**config.mk**
```make
export PLATFORM = sky130hd
export DESIGN_NAME = data_wr_ctrl
export DESIGN_NICKNAME = d
export VERILOG_FILES = /design/src/rtl/npu_pkg.sv /design/src/rtl/wr_addr_cnt.sv /design/src/rtl/data_wr_ctrl.sv
export SDC_FILE = /design/constraint.sdc
export NUM_CORES = 1
export LEC_CHECK = 0
export CORE_ASPECT_RATIO = 0.7
export CORE_UTILIZATION = 40
export CTS_BUF_LIST = sky130_fd_sc_hd__clkbuf_16
export DETAILED_ROUTE_END_ITERATION = 16
export DONT_BUFFER_PORTS = 1
export MAX_ROUTING_LAYER = met4
export PLACE_DENSITY = 0.61
export SYNTH_ARGS = -nofsm -noshare
export SYNTH_HDL_FRONTEND = slang
export SYNTH_SLANG_ARGS = --single-unit
```
**constraint.sdc**
```tcl
create_clock -name ck -period 1.5 [get_ports ck]
set_input_delay 0.15 -clock ck [delete_from_list [all_inputs] [get_ports ck]]
set_output_delay 0.15 -clock ck [all_outputs]
set_load 0.03 [all_outputs]
```
**src/rtl/npu_pkg.sv**
```systemverilog
// Shared NPU constants and types: tile geometry and the result-writer FSM state encoding.
package npu_pkg;

  localparam int TILE_WORDS = 64;
  localparam int BANK_OFS_W = 5;
  localparam int K_W        = $clog2(TILE_WORDS);

  typedef enum logic [1:0] {
    IDLE,
    WRITE,
    DONE
  } wr_state_t;

endpackage

```
**src/rtl/wr_addr_cnt.sv**
```systemverilog
// Word index k within a tile and the tile base shared by both banks.
import npu_pkg::*;

module wr_addr_cnt #(
  parameter int ADDR_W = 10
) (
  input  logic                         ck,
  input  logic                         rst,
  input  logic                         clr,
  input  logic                         inc,
  output logic [K_W-1:0]               k,
  output logic [ADDR_W-BANK_OFS_W-1:0] tile_base,
  output logic                         last
);

  logic [K_W-1:0]               k_q, k_d;
  logic [ADDR_W-BANK_OFS_W-1:0] base_q, base_d;

  assign last = (k_q == K_W'(TILE_WORDS - 1));

  // NOTE: every always_comb output gets a default first, so no path can infer a latch.
  always_comb begin
    k_d    = k_q;
    base_d = base_q;
    if (inc) begin
      k_d = k_q + K_W'(1);
      // Advancing the base on word 63 is equivalent to advancing on leaving DONE:
      // no beat is accepted in between, so no address ever sees the difference.
      if (last) base_d = base_q + (ADDR_W - BANK_OFS_W)'(1);
    end
    if (clr) begin
      k_d    = '0;
      base_d = '0;
    end
  end

  // NOTE: sequential state is updated with non-blocking assignments only.
  always_ff @(posedge ck) begin
    if (!rst) begin
      k_q    <= '0;
      base_q <= '0;
    end else begin
      k_q    <= k_d;
      base_q <= base_d;
    end
  end

  assign k         = k_q;
  assign tile_base = base_q;

endmodule

```
**src/rtl/data_wr_ctrl.sv**
```systemverilog
// Streams 64-word result tiles into an even/odd bank pair with registered write ports.
// Optional DATA_WR_CTRL_PARITY_EN adds a registered even-parity output mem_wpar.
import npu_pkg::*;

module data_wr_ctrl #(
  parameter int DATA_W = 16,
  parameter int ADDR_W = 10
) (
  input  logic              ck,
  input  logic              rst,
  input  logic              sync_clr,
  input  logic              en,
  input  logic              mem_busy,
  input  logic              in_valid,
  input  logic [DATA_W-1:0] in_data,
  output logic              in_ready,
  output logic              mem_we_even,
  output logic              mem_we_odd,
  output logic [ADDR_W-1:0] mem_addr_even,
  output logic [ADDR_W-1:0] mem_addr_odd,
  output logic [DATA_W-1:0] mem_wdata,
  output logic              tile_done
`ifdef DATA_WR_CTRL_PARITY_EN
  ,output logic             mem_wpar
`endif
);

  wr_state_t                    state_q, state_d;
  logic                         we_even_q, we_even_d;
  logic                         we_odd_q, we_odd_d;
  logic [ADDR_W-1:0]            addr_even_q, addr_even_d;
  logic [ADDR_W-1:0]            addr_odd_q, addr_odd_d;
  logic [DATA_W-1:0]            wdata_q, wdata_d;
`ifdef DATA_WR_CTRL_PARITY_EN
  logic                         wpar_q, wpar_d;
`endif

  logic [K_W-1:0]               k;
  logic [ADDR_W-BANK_OFS_W-1:0] tile_base;
  logic                         last;
  logic                         accept;
  logic [ADDR_W-1:0]            bank_addr;

  assign in_ready  = (state_q == WRITE) && en && !mem_busy && !sync_clr;
  assign accept    = in_valid && in_ready;
  assign bank_addr = {tile_base, k[K_W-1:1]};
  assign tile_done = (state_q == DONE);

  wr_addr_cnt #(
    .ADDR_W (ADDR_W)
  ) u_cnt (
    .ck        (ck),
    .rst       (rst),
    .clr       (sync_clr),
    .inc       (accept),
    .k         (k),
    .tile_base (tile_base),
    .last      (last)
  );

  always_comb begin
    state_d     = state_q;
    we_even_d   = 1'b0;
    we_odd_d    = 1'b0;
    addr_even_d = addr_even_q;
    addr_odd_d  = addr_odd_q;
    wdata_d     = wdata_q;
`ifdef DATA_WR_CTRL_PARITY_EN
    wpar_d      = wpar_q;
`endif

    unique case (state_q)
      IDLE:    if (en) state_d = WRITE;
      WRITE:   if (accept && last) state_d = DONE;
      DONE:    state_d = en ? WRITE : IDLE;
      default: state_d = IDLE;
    endcase

    // in_data is only looked at on an accepted beat, so idle X never reaches the ports.
    if (accept) begin
      if (k[0]) begin
        we_odd_d   = 1'b1;
        addr_odd_d = bank_addr;
      end else begin
        we_even_d   = 1'b1;
        addr_even_d = bank_addr;
      end
      wdata_d = in_data;
`ifdef DATA_WR_CTRL_PARITY_EN
      wpar_d  = ^in_data;
`endif
    end

    if (sync_clr) begin
      state_d     = IDLE;
      we_even_d   = 1'b0;
      we_odd_d    = 1'b0;
      addr_even_d = '0;
      addr_odd_d  = '0;
      wdata_d     = '0;
`ifdef DATA_WR_CTRL_PARITY_EN
      wpar_d      = 1'b0;
`endif
    end
  end

  always_ff @(posedge ck) begin
    if (!rst) begin
      state_q     <= IDLE;
      we_even_q   <= 1'b0;
      we_odd_q    <= 1'b0;
      addr_even_q <= '0;
      addr_odd_q  <= '0;
      wdata_q     <= '0;
`ifdef DATA_WR_CTRL_PARITY_EN
      wpar_q      <= 1'b0;
`endif
    end else begin
      state_q     <= state_d;
      we_even_q   <= we_even_d;
      we_odd_q    <= we_odd_d;
      addr_even_q <= addr_even_d;
      addr_odd_q  <= addr_odd_d;
      wdata_q     <= wdata_d;
`ifdef DATA_WR_CTRL_PARITY_EN
      wpar_q      <= wpar_d;
`endif
    end
  end

  assign mem_we_even   = we_even_q;
  assign mem_we_odd    = we_odd_q;
  assign mem_addr_even = addr_even_q;
  assign mem_addr_odd  = addr_odd_q;
  assign mem_wdata     = wdata_q;
`ifdef DATA_WR_CTRL_PARITY_EN
  assign mem_wpar      = wpar_q;
`endif

endmodule

```
=== After elaboration in Yosys (flattened, before gate mapping) ===
Index checks and enable logic that the tools add are counted.

* Register bits after elaboration: 51
* Bits in latches: 0
* RAM bits: 0
* ROM bits: 0
* Output and inout port bits: 40
* Word-level logic and storage cells: 38
* Memories: 0

* $add $sub $neg: 2
* Multiply operators: 0
* Div/mod/pow operators: 0
* Order comparisons: 0
* Equal/unequal tests: 5
* Shift operators: 0
* Muxes and demuxes: 6
* Bitwise operators: 3
* Reductions and logical operators: 14

{| class="wikitable"
|+ Operator list
! cell !! count
|-
| 2-bit AND reduction || 4
|-
| 6-bit by 1-bit adder with 6-bit output (second input constant) || 1
|-
| 6-bit equality test (second input constant) || 1
|-
| 2-bit one-hot mux with 3 select lines || 1
|-
| 5-bit by 1-bit adder with 5-bit output (second input constant) || 1
|-
| 1-bit logical AND || 5
|-
| 2-bit 2-to-1 mux || 2
|-
| 1-bit 2-to-1 mux || 3
|-
| 1-bit inverter || 3
|-
| 3-bit OR reduction || 1
|-
| 2-bit by 1-bit equality test with 1-bit output (second input constant) || 1
|-
| 2-bit equality test (second input constant) || 1
|-
| 1-bit logical NOT || 2
|-
| 2-bit logical NOT || 1
|-
| 2-bit by 1-bit inequality test with 1-bit output (second input constant) || 1
|-
| 2-bit inequality test (second input constant) || 1
|-
| 2-bit OR reduction || 1
|}

=== Logic depth before layout (Yosys ltp) ===
* Depth in word-level cells: 8
* Gate-level depth with buffers: 7
* Mapped depth without buffers: 5

=== By module ===
Synthesis repeated with hierarchy kept, for this count alone.

* Cells, all modules: 225
* Area, all modules: 2,068.2 µm²

{| class="wikitable"
|+ Modules (own cells, without submodules)
! module !! instances !! cells an instance !! area each (µm²)
|-
| data_wr_ctrl || 1 || 171 || 1,565.3
|-
| wr_addr_cnt || 1 || 54 || 503.0
|}

=== Worst setup path before layout ===
No wires, ideal clock.

* Path kind: register to output
* From: register state_q[1]
* To: output port in_ready
* Data arrival time: 1,624 ps
* Required time: 1,350 ps
* Path slack: -274 ps
* Stages on the path, launching flop included: 4
* Buffers on the path: 1
* Path through: dfxtp_1 nand2b_1 buf_2 nor4b_1

* Word-level cells in the longest chain between the ends: 4

{| class="wikitable"
|+ RTL lines
! what !! line !! source
|-
| start: declaration || data_wr_ctrl.sv:28 || <nowiki>wr_state_t state_q, state_d;</nowiki>
|-
| start signal: assignment || data_wr_ctrl.sv:119 || <nowiki>state_q <= state_d;</nowiki>
|-
| 2-bit by 1-bit equality test with 1-bit output || data_wr_ctrl.sv:44 || <nowiki>assign in_ready = (state_q == WRITE) && en && !mem_busy && !sync_clr;</nowiki>
|-
| 1-bit logical AND (3 in a row) || data_wr_ctrl.sv:44 ||
|-
| end: declaration || data_wr_ctrl.sv:16 || <nowiki>output logic in_ready,</nowiki>
|}

No other way between the ends.

=== Worst setup path after layout ===
Same ends and word-level chain as after synthesis.

==> flow_metrics.tcl <==
set metrics [dict create \
    ios 62 \
    worstPathCellList "nand2b_4, buf_4, nor4b_2, buf_4" \
    ant_nets 0 \
    startpoint "state_q[1]$_SDFFE_PP0P_" \
    core_area_um2 4782 \
    synth_compound_area_frac 0.1466 \
    die_w_um 86.11 \
    internal_power_uw 2018 \
    cts_buffers 5 \
    switching_power_uw 524.3 \
    rows 21 \
    floorplan.initialDensity 0.4142 \
    syn_avg_cell_area_um2 8.464 \
    port_buffers 0 \
    min_period_ns 1.455 \
    p_total_uw 2543 \
    clock_power_share 0.424 \
    crit_buf_inv 2 \
    antenna_found_initial 0 \
    ys.flop_type "dfxtp_1" \
    synth_top_family_by_area "simple AND/OR/NAND/NOR gates" \
    reg2reg_to "u_cnt.tile_base[4]$_SDFFE_PP0P_" \
    yosysSeqAreaShare 0.5155 \
    grt-ovfl-total 0 \
    cts.clk_slew.worst_paths_ns 0.06 \
    finalHoldViolCount 0 \
    finClkSkew_ns 0.004524 \
    dpl.hpwl_mm 2.906 \
    path_delay_family "buffers and inverters" \
    post_cts_buffers 0 \
    muxShareOfSynthArea 0.01516 \
    drt_pass1_iterations 4 \
    crit_path_end "in_ready" \
    drv_cap 0 \
    fin_crit_sh 0.9698 \
    design_area_um2 2540 \
    path_depth 4 \
    synthSimpleGateAreaFrac 0.2407 \
    tightest_slew_ns 0.6473 \
    setup-violations-final 0 \
    critPathMaxFanout 4 \
    powerDensity_nw_per_um2 1001 \
    cts_tree "done" \
    ys_ff_latch 51 \
    insertion_delay_ns 0.29 \
    grt_max_degree 30 \
    slowest_delay_ns 0.31 \
    syn_inst 234 \
    synth_fp_nets 258 \
    cts.sinks 51 \
    grt_pass1_wl_mm 6.803 \
    vias 1658 \
    vdd_ir_drop_max_mv 0.5501 \
    swShare 0.2062 \
    cp.arrival_ns 1.30 \
    p_leak_uw 0.0008626 \
    reg2reg_from "u_cnt.k[1]$_SDFFE_PP0P_" \
    crit_path_end_kind "primary output" \
    synth_cell_types 34 \
    reg2reg_depth 5 \
    die_area_um2 5242 \
    worstSetupStartpointType "register" \
    async_flop_share 0 \
    area_delta_synth_final_pct 28.24 \
    seqPwrFrac 0.535 \
    post_dp_cell_area_um2 2207 \
    track_usage 0.1765 \
    drtIter0Drc 56 \
    viasPerCell 4.964 \
    fmax_ghz 0.6874 \
    crit_required_ns 1.35 \
    h-tree-depth 2 \
    drv_slew 0 \
    netlist_area_um2 1981 \
    synth_warnings 0 \
    maxSlewHeadroom 0.5684 \
    diodes 0 \
    hold_class "primary input to register" \
    drive_above_1_share 0.1623 \
    cpMaxStageDelayCell "dfxtp_1" \
    gp_congestion 0.7842 \
    cp_common_cell "buf_4" \
    wl_per_cell_um 13.00 \
    outcome "complete, no violations" \
    fp.dieH_um 60.88 \
    grt_pass1_vias 1423 \
    clockBufferDepth 2 \
    utilization 0.5311 \
    path_class "register to primary output" \
    root_buffer "clkbuf_16" \
    ff2ff_setup_slack_ns 0.08 \
    synthXorXnorAreaFrac 0.01769 \
    drt-total-wl_mm 4.342 \
    drc 0 \
    synth_edf_count 0 \
    grt_setup_unrepaired "true" \
    p_comb_frac 0.041 \
    nNetsFinal 288 \
    synth-adder-area-share 0.01263 \
]
==> worst register-to-register path: stages (launching register included) <==
cell     delay, ns
dfxtp_1       0.34
ha_1          0.19
nand4_1       0.16
nor4_2        0.39
a21o_1        0.18
a21oi_1       0.05
==> per-layer routing <==
metal | track usage | up-vias | part of all wire
met2 | 0.2517 | 37 | 0.44
met3 | 0.05306 | 4 | 0.048
met4 | 0.05714 | 0 | 0.0090
met5 | - | - | 0
li1 | - | 857 | -
met1 | 0.2385 | 760 | 0.50
==> power by group through the flow <==
stage,sequential (uW),combinational [uW],clock (uW)
floorplan,1390,45.1,0
global placement,1390,68.1,0
detailed placement,1390,68.1,0
CTS,1360,103,1130
global route,1360,114,1180
finish,1360,104,1080
==> flip-flops by register name, summed over array words and instances (netlist names) <==
signal           flops
u_cnt.k              6
mem_we_even          1
mem_we_odd           1
mem_addr_even       10
mem_addr_odd        10
state_q              2
mem_wdata           16
u_cnt.tile_base      5
==> logic make-up (layout without fill, tap and decap cells) <==
logic type	count (synthesis)	in the layout
fa+ha+maj	2	2
simple gates	100	100
xor+xnor	4	4
mux	3	3
buf+inv	21	52
flops	51	51
compound gates	53	53
==> layout by cell type, fill, tap and decap left out, types with 5 or more instances in the layout <==
cell type,netlist,layout
a21oi_1,28,28
buf_4,0,20
clkbuf_16,0,5
dfxtp_1,51,49
dlygate4sd3_1,0,16
nand2_1,58,58
nand3_1,13,13
nor2_1,5,5
nor3_1,5,5
o21ai_0,19,19
==> metrics by stage <==
| step | setup WS (ns) | TNS (ns) | instances | hold WS, ns |
|---|---|---|---|---|
| 2_1_floorplan | 0.002971 | 0 | 234 | 0.2860 |
| 3_3_place_gp | 0.08404 | 0 | 310 | 0.2878 |
| 3_5_place_dp | 0.06414 | 0 | 310 | 0.2891 |
| 4_1_cts | 0.01927 | 0 | 334 | 0.01178 |
| 5_1_grt | -0.04137 | -0.04202 | 334 | 0.02565 |
| 6_report | 0.04524 | 0 | 334 | 0.01398 |
==> synthesized netlist by cell type (2+ instances only) <==
| master | count | area share |
|---|---|---|
| nand2_1 | 58 | 0.11 |
| o21ai_0 | 19 | 0.048 |
| nor2_1 | 5 | 0.0095 |
| ha_1 | 2 | 0.013 |
| nand4_1 | 2 | 0.0063 |
| buf_1 | 2 | 0.0038 |
| a21oi_1 | 28 | 0.071 |
| buf_6 | 2 | 0.011 |
| nand2b_1 | 4 | 0.013 |
| nand3_1 | 13 | 0.033 |
| nor2b_1 | 2 | 0.0063 |
| inv_1 | 3 | 0.0057 |
| clkbuf_1 | 7 | 0.013 |
| nor3_1 | 5 | 0.013 |
| xnor2_1 | 4 | 0.018 |
| dfxtp_1 | 51 | 0.52 |
| o31ai_1 | 2 | 0.0076 |
| mux2i_1 | 3 | 0.015 |
| buf_2 | 7 | 0.018 |
==> final cells by class <==
type / count / area, um2
Fill cell: 448 / 2242
Inverter: 3 / 11.26
Sequential cell: 51 / 1023
Clock inverter: 3 / 16.27
Timing Repair Buffer: 41 / 396.6
Tap cell: 69 / 86.33
Clock buffer: 5 / 125.1
Multi-Input combinational cell: 162 / 880.8
==> repair_timing <==
item | in CTS | in global routing
hold buffers | 16 | 0
endpoints found under the setup margin | 1 | 9
pin swaps | 0 | 1
hold endpoints to repair | 16 | 0
resized for setup | 1 | 7
==> worst min path at each step <==
stage	start	cells past startpoint	end	slack, ns
2_1_floorplan	in_data[0]	2	mem_wdata[0]$_SDFFE_PP0P_	0.29
3_3_place_gp	in_data[6]	2	mem_wdata[6]$_SDFFE_PP0P_	0.29
3_5_place_dp	in_data[3]	2	mem_wdata[3]$_SDFFE_PP0P_	0.29
4_1_cts	en	2	state_q[0]$_SDFFE_PP0P_	0.01
5_1_grt	en	2	state_q[0]$_SDFFE_PP0P_	0.03
6_report	en	2	state_q[0]$_SDFFE_PP0P_	0.01
(Power assumes the default switching activity.)
